## src/rtl/dist_calc_scheduler.sv

```systemverilog
// Round-robin scheduler sharing one horizontal-distance calculator between N requesters.
// Optional wait-state timeout is enabled by defining DIST_SCHED_TIMEOUT_EN.
module dist_calc_scheduler #(
  parameter int unsigned N           = 4,
  parameter int unsigned DATA_W      = 16,
  parameter int unsigned RES_W       = 32,
  parameter int unsigned START_HOLD  = 4,
  parameter int unsigned TIMEOUT_CYC = 255
) (
  input  logic                clk,
  input  logic                reset,
  input  logic [N-1:0]        req,
  input  logic [N*DATA_W-1:0] req_data,
  output logic [N-1:0]        gnt,
  output logic [N-1:0]        rsp_valid,
  input  logic [N-1:0]        rsp_ready,
  output logic [RES_W-1:0]    rsp_data,
  output logic                rsp_err,
  output logic                calc_start,
  output logic [DATA_W-1:0]   calc_x,
  input  logic                calc_done,
  input  logic [RES_W-1:0]    calc_result,
  output logic                busy
);

  localparam int unsigned IW = $clog2(N);
  localparam int unsigned CW = $clog2(START_HOLD);

  if (N < 2 || N > 8 || START_HOLD < 2 || TIMEOUT_CYC < 1 || TIMEOUT_CYC > 65535) begin : g_param_check
    $error("dist_calc_scheduler: parameter out of range");
  end

  typedef enum logic [2:0] {
    S_IDLE, S_GRANT, S_START_HI, S_START_LO, S_WAIT_CLR, S_WAIT_SET, S_RESP
  } state_t;

  state_t             state_q;
  logic [IW-1:0]      owner_q;
  logic [IW-1:0]      rr_ptr_q;
  logic [CW-1:0]      cnt_q;
  logic [N-1:0]       gnt_q;
  logic [N-1:0]       rsp_valid_q;
  logic [RES_W-1:0]   rsp_data_q;
  logic               calc_start_q;
  logic [DATA_W-1:0]  calc_x_q;
  logic               busy_q;

  logic [IW-1:0]      pick_d;
  logic               pick_vld_d;
  logic [N-1:0]       owner_oh;
  logic               hold_last;

  // First requester after rr_ptr_q, wrapping modulo N, so the last served ranks lowest.
  always_comb begin : arb
    int unsigned idx;
    pick_d     = '0;
    pick_vld_d = 1'b0;
    idx        = 0;
    for (int unsigned k = 1; k <= N; k++) begin
      idx = (32'(rr_ptr_q) + k) % N;
      if (!pick_vld_d && req[IW'(idx)]) begin
        pick_d     = IW'(idx);
        pick_vld_d = 1'b1;
      end
    end
  end

  assign owner_oh  = N'(1) << owner_q;
  assign hold_last = (cnt_q == CW'(START_HOLD - 1));

`ifdef DIST_SCHED_TIMEOUT_EN
  localparam int unsigned TW = (TIMEOUT_CYC > 255) ? 16 : 8;
  logic [TW-1:0] wait_cnt_q;
  logic [TW-1:0] wait_cnt_d;
  logic          rsp_err_q;
  logic          timeout_d;

  assign wait_cnt_d = (wait_cnt_q == '1) ? wait_cnt_q : wait_cnt_q + 1'b1;
  assign timeout_d  = (32'(wait_cnt_d) >= TIMEOUT_CYC);
  assign rsp_err    = rsp_err_q;
`else
  assign rsp_err    = 1'b0;
`endif

  always_ff @(posedge clk or negedge reset) begin
    if (!reset) begin
      state_q      <= S_IDLE;
      owner_q      <= '0;
      rr_ptr_q     <= IW'(N - 1);
      cnt_q        <= '0;
      gnt_q        <= '0;
      rsp_valid_q  <= '0;
      rsp_data_q   <= '0;
      calc_start_q <= 1'b0;
      calc_x_q     <= '0;
      busy_q       <= 1'b0;
`ifdef DIST_SCHED_TIMEOUT_EN
      wait_cnt_q   <= '0;
      rsp_err_q    <= 1'b0;
`endif
    end else begin
      gnt_q <= '0;
      unique case (state_q)
        S_IDLE: if (pick_vld_d) begin
          owner_q <= pick_d;
          gnt_q   <= N'(1) << pick_d;
          busy_q  <= 1'b1;
          state_q <= S_GRANT;
        end
        S_GRANT: begin
          calc_x_q     <= req_data[owner_q*DATA_W +: DATA_W];
          rr_ptr_q     <= owner_q;
          calc_start_q <= 1'b1;
          cnt_q        <= '0;
          state_q      <= S_START_HI;
        end
        S_START_HI: begin
          cnt_q <= hold_last ? '0 : cnt_q + 1'b1;
          if (hold_last) begin
            calc_start_q <= 1'b0;
            state_q      <= S_START_LO;
          end
        end
        S_START_LO: begin
          cnt_q <= hold_last ? '0 : cnt_q + 1'b1;
          if (hold_last) begin
`ifdef DIST_SCHED_TIMEOUT_EN
            wait_cnt_q <= '0;
`endif
            state_q <= S_WAIT_CLR;
          end
        end
        S_WAIT_CLR: begin
`ifdef DIST_SCHED_TIMEOUT_EN
          wait_cnt_q <= wait_cnt_d;
          if (timeout_d) begin
            rsp_data_q  <= '1;
            rsp_err_q   <= 1'b1;
            rsp_valid_q <= owner_oh;
            state_q     <= S_RESP;
          end else
`endif
          if (!calc_done) state_q <= S_WAIT_SET;
        end
        S_WAIT_SET: begin
          if (calc_done) begin
            rsp_data_q  <= calc_result;
            rsp_valid_q <= owner_oh;
            state_q     <= S_RESP;
`ifdef DIST_SCHED_TIMEOUT_EN
            rsp_err_q   <= 1'b0;
          end else if (timeout_d) begin
            rsp_data_q  <= '1;
            rsp_err_q   <= 1'b1;
            rsp_valid_q <= owner_oh;
            state_q     <= S_RESP;
`endif
          end
`ifdef DIST_SCHED_TIMEOUT_EN
          wait_cnt_q <= wait_cnt_d;
`endif
        end
        S_RESP: if (rsp_ready[owner_q]) begin
          rsp_valid_q <= '0;
          busy_q      <= 1'b0;
          state_q     <= S_IDLE;
        end
        default: state_q <= S_IDLE;
      endcase
    end
  end

  assign gnt        = gnt_q;
  assign rsp_valid  = rsp_valid_q;
  assign rsp_data   = rsp_data_q;
  assign calc_start = calc_start_q;
  assign calc_x     = calc_x_q;
  assign busy       = busy_q;

endmodule

```

## config.mk

```make
export PLATFORM = sky130hd
export DESIGN_NAME = dist_calc_scheduler
export DESIGN_NICKNAME = d
export VERILOG_FILES = /design/src/rtl/dist_calc_scheduler.sv
export SDC_FILE = /design/constraint.sdc
export NUM_CORES = 1
export LEC_CHECK = 0
export BUFFER_PORTS_ARGS = -buffer_cell sky130_fd_sc_hd__buf_2
export CORE_ASPECT_RATIO = 1.4
export CORE_MARGIN = 3
export CORE_UTILIZATION = 40
export CTS_BUF_LIST = sky130_fd_sc_hd__clkbuf_2 sky130_fd_sc_hd__clkbuf_4 sky130_fd_sc_hd__clkbuf_8
export DETAILED_ROUTE_END_ITERATION = 10
export GPL_TIMING_DRIVEN = 0
export PLACE_DENSITY = 0.69
export SLEW_MARGIN = 10
export SYNTH_ARGS = -nofsm -noshare
export SYNTH_HDL_FRONTEND = slang
export SYNTH_SLANG_ARGS = --single-unit
```

## constraint.sdc

```tcl
create_clock -name clk -period 1.8 [get_ports clk]
set_input_delay 0.09 -clock clk [delete_from_list [all_inputs] [get_ports clk]]
set_output_delay 0.09 -clock clk [all_outputs]
set_load 0.03 [all_outputs]
```

==> results.ini <==
[cells_and_area]
fin_util_pct=60.6
drive_gt1_share_pct=54.6
syn2layout_area_growth_pct=46.5
nNetsFinal=530

[die]
die_w_um=81.9
core_area_sq_um=7800
initial_utilization_pct=41.4
io_pins=166
fp-row-count=38
die_area_sq_um=9190
die_h_um=112

[yosys]
async_flop_share_pct=100
synth_top_family_by_area=multiplexers
synth_simple_gate_area_share_pct=7.02
synth_most_common_cell=dfrtp_1
synthXorXnorAreaFrac_pct=0.272
synth-seq-cells=67
synthFlopType=dfrtp_1
synthAdderAreaFrac_pct=0.388
synth_nets=321
yosysSeqAreaShare_pct=52.1
ys_top_cells_by_area=dfrtp_1, mux2_1, mux4_2
postSynthAreaPerCell_sq_um=15.1
yosys-top-cells-count=dfrtp_1, mux2_1, mux4_2, mux2_4, mux2_2
synth_area_leader_cell=dfrtp_1
yosys_warnings=0
muxShareOfSynthArea_pct=31.7
synth-compound-area-share_pct=4.31
synth_cell_type_count=39
synthCells=213
synth_area_sq_um=3230
synth_edf_count=0
synth_top_area_share_pct=50.4

[clock_tree]
cts_root_buf=clkbuf_8
path_clk_slew_ns=0.07
htreeDepth=3
cts-buffers-inserted=9
worstSkewPairLatency_ns=0.33
cts_buffer_depth=2
cts_setup_buffers=0
clock_sinks=67
cts_tree=built

[global_routing]
grtUsageTotal_pct=18.9
overflow=0
grt_first_pass_wirelength_um=13200
antenna_found_initial=1
grt_max_degree=41
grt_pass1_vias=2765

[critical_path]
required_ns=2.01
critPathCaptureType=flop
reg2reg_depth=3
critPathArrivalTime_ns=1.79
reg2reg_to=calc_x[11]$_DFFE_PN0P_
start_kind=flop
r2r_slack_ns=0.22
critPathKind=flop to flop
r2r_start=owner_q[0]$_DFFE_PN0P_
crit_fanout=10

[sta]
fin_ws_ns=0.220
hold_viol=0
tns_ns=0
fin_crit_sh_pct=87.8
fmax_mhz=633
finalMaxSlewViolations=0
final-setup-viol-count=0
finalCriticalPeriod_ns=1.58
skew_ns=0.00798
rsz0062_at_grt=no

[route]
drt_pass1_iterations=4
drc=0
vias=2568
drtAntennaViolNets=0
wl_per_cell_um=15.6
drtIter0Drc=34
via_per_inst=4.86
drt_wl_total_um=8260

[placement]
dp_hpwl_um=6120
preCtsSetupSlack_ns=0.102
gp_congestion=0.795
portBuffers=164

[power_and_ir_drop]
irDropWorstVdd_v=0.000805
power_uw=8010
p_leak_uw=0.00234
p_per_area_nw_per_um2=1700

[min_path]
min_to=state_q[0]$_DFFE_PN0P_
hold_path_class=primary input to flop
hp-start=calc_done
hold_path_depth=3

[outcome]
status=finished clean

[job]
max_cap_violations=0

logic make-up (layout without fill, tap and decap cells):
| group | Yosys count | in the layout |
|---|---|---|
| mux | 70 | 70 |
| compound gates | 22 | 22 |
| xor+xnor | 1 | 1 |
| fa+ha+maj | 1 | 1 |
| flops | 67 | 67 |
| buf+inv | 19 | 233 |
| other cells | 1 | 2 |
| simple gates | 32 | 32 |
worst max path at each step:
stage | end | slack, ns | start
global route | owner_q[0]$_DFFE_PN0P_ | 0.12 | rr_ptr_q[1]$_DFFE_PN1P_
global placement | calc_x[13]$_DFFE_PN0P_ | 0.09 | owner_q[1]$_DFFE_PN0P_
CTS | calc_x[11]$_DFFE_PN0P_ | 0.07 | owner_q[1]$_DFFE_PN0P_
floorplan | calc_x[10]$_DFFE_PN0P_ | 0.37 | owner_q[0]$_DFFE_PN0P_
finish | calc_x[11]$_DFFE_PN0P_ | 0.22 | owner_q[0]$_DFFE_PN0P_
detailed placement | calc_x[13]$_DFFE_PN0P_ | 0.10 | owner_q[1]$_DFFE_PN0P_
placed cells by master, fill, tap and decap left out, types with 2 or more instances in the layout:
master	instances
mux2_4	10
mux4_2	11
mux2_1	32
mux2i_1	3
inv_1	4
clkbuf_8	10
buf_4	3
nor2_1	5
buf_6	7
o21ai_1	3
o32ai_1	4
nor4_4	2
dfrtp_1	65
nor2b_1	4
nand3_1	2
dlygate4sd3_1	33
mux2_2	9
clkinv_2	3
a21oi_1	5
dfstp_2	2
nand2_1	7
a31oi_1	3
buf_2	166
mux4_1	5
o21ai_0	4
nand2b_1	4
through the flow:
stage	cell area, sq um	std cells	hold WS (ns)
final	4730	528	0.0943
after global routing	4730	528	0.0784
after CTS	4720	527	0.0724
after detailed placement	4190	478	0.0392
after global placement	4170	477	0.303
after floorplan	3230	213	-0.206
area by class of cell:
cell class / instances / area, sq um
Clock buffer: 11 / 145
Buffer: 14 / 118
Inverter: 5 / 18.8
Tap cell: 100 / 125
Clock inverter: 5 / 52.6
Sequential cell: 67 / 1680
Multi-Input combinational cell: 127 / 1410
Fill cell: 628 / 3070
Timing Repair Buffer: 198 / 1170
Antenna cell: 1 / 2.50
state kept, by name, summed over array words and instances, names as in the netlist:
| signal | cells |
|---|---|
| calc_start | 1 |
| state_q | 3 |
| busy | 1 |
| rsp_valid | 4 |
| rr_ptr_q | 2 |
| rsp_data | 32 |
| owner_q | 2 |
| cnt_q | 2 |
| gnt | 4 |
| calc_x | 16 |
worst max-delay path, cell delays in order (launching register included):
cell,delay [ns]
dfrtp_1,0.41
buf_6,0.18
mux4_1,0.58
mux2_4,0.27
report_power, final:
group          leakage, uW  total (uW)  switching [uW]  internal, uW
registers         0.000819        2620             389          2230
clock network     0.000103        1240             550           686
logic              0.00142        4160            2440          1710
total              0.00234        8010            3380          4630
per-layer routing:
| metal | global-route usage, % | wire [um] | vias up |
|---|---|---|---|
| met2 | 33.6 | 4300 | 115 |
| met1 | 21.1 | 3170 | 1232 |
| met5 | 0 | 0 | - |
| li1 | - | - | 1210 |
| met4 | 6.76 | 134 | 0 |
| met3 | 4.82 | 647 | 11 |
repair_timing:
action / in CTS / in global routing
endpoints found under the setup margin: 0 / 2
gates resized for setup: 0 / 2
endpoints found under the hold margin: 59 / 0
hold buffers: 33 / 0
Power figures use the tool's default switching activity.
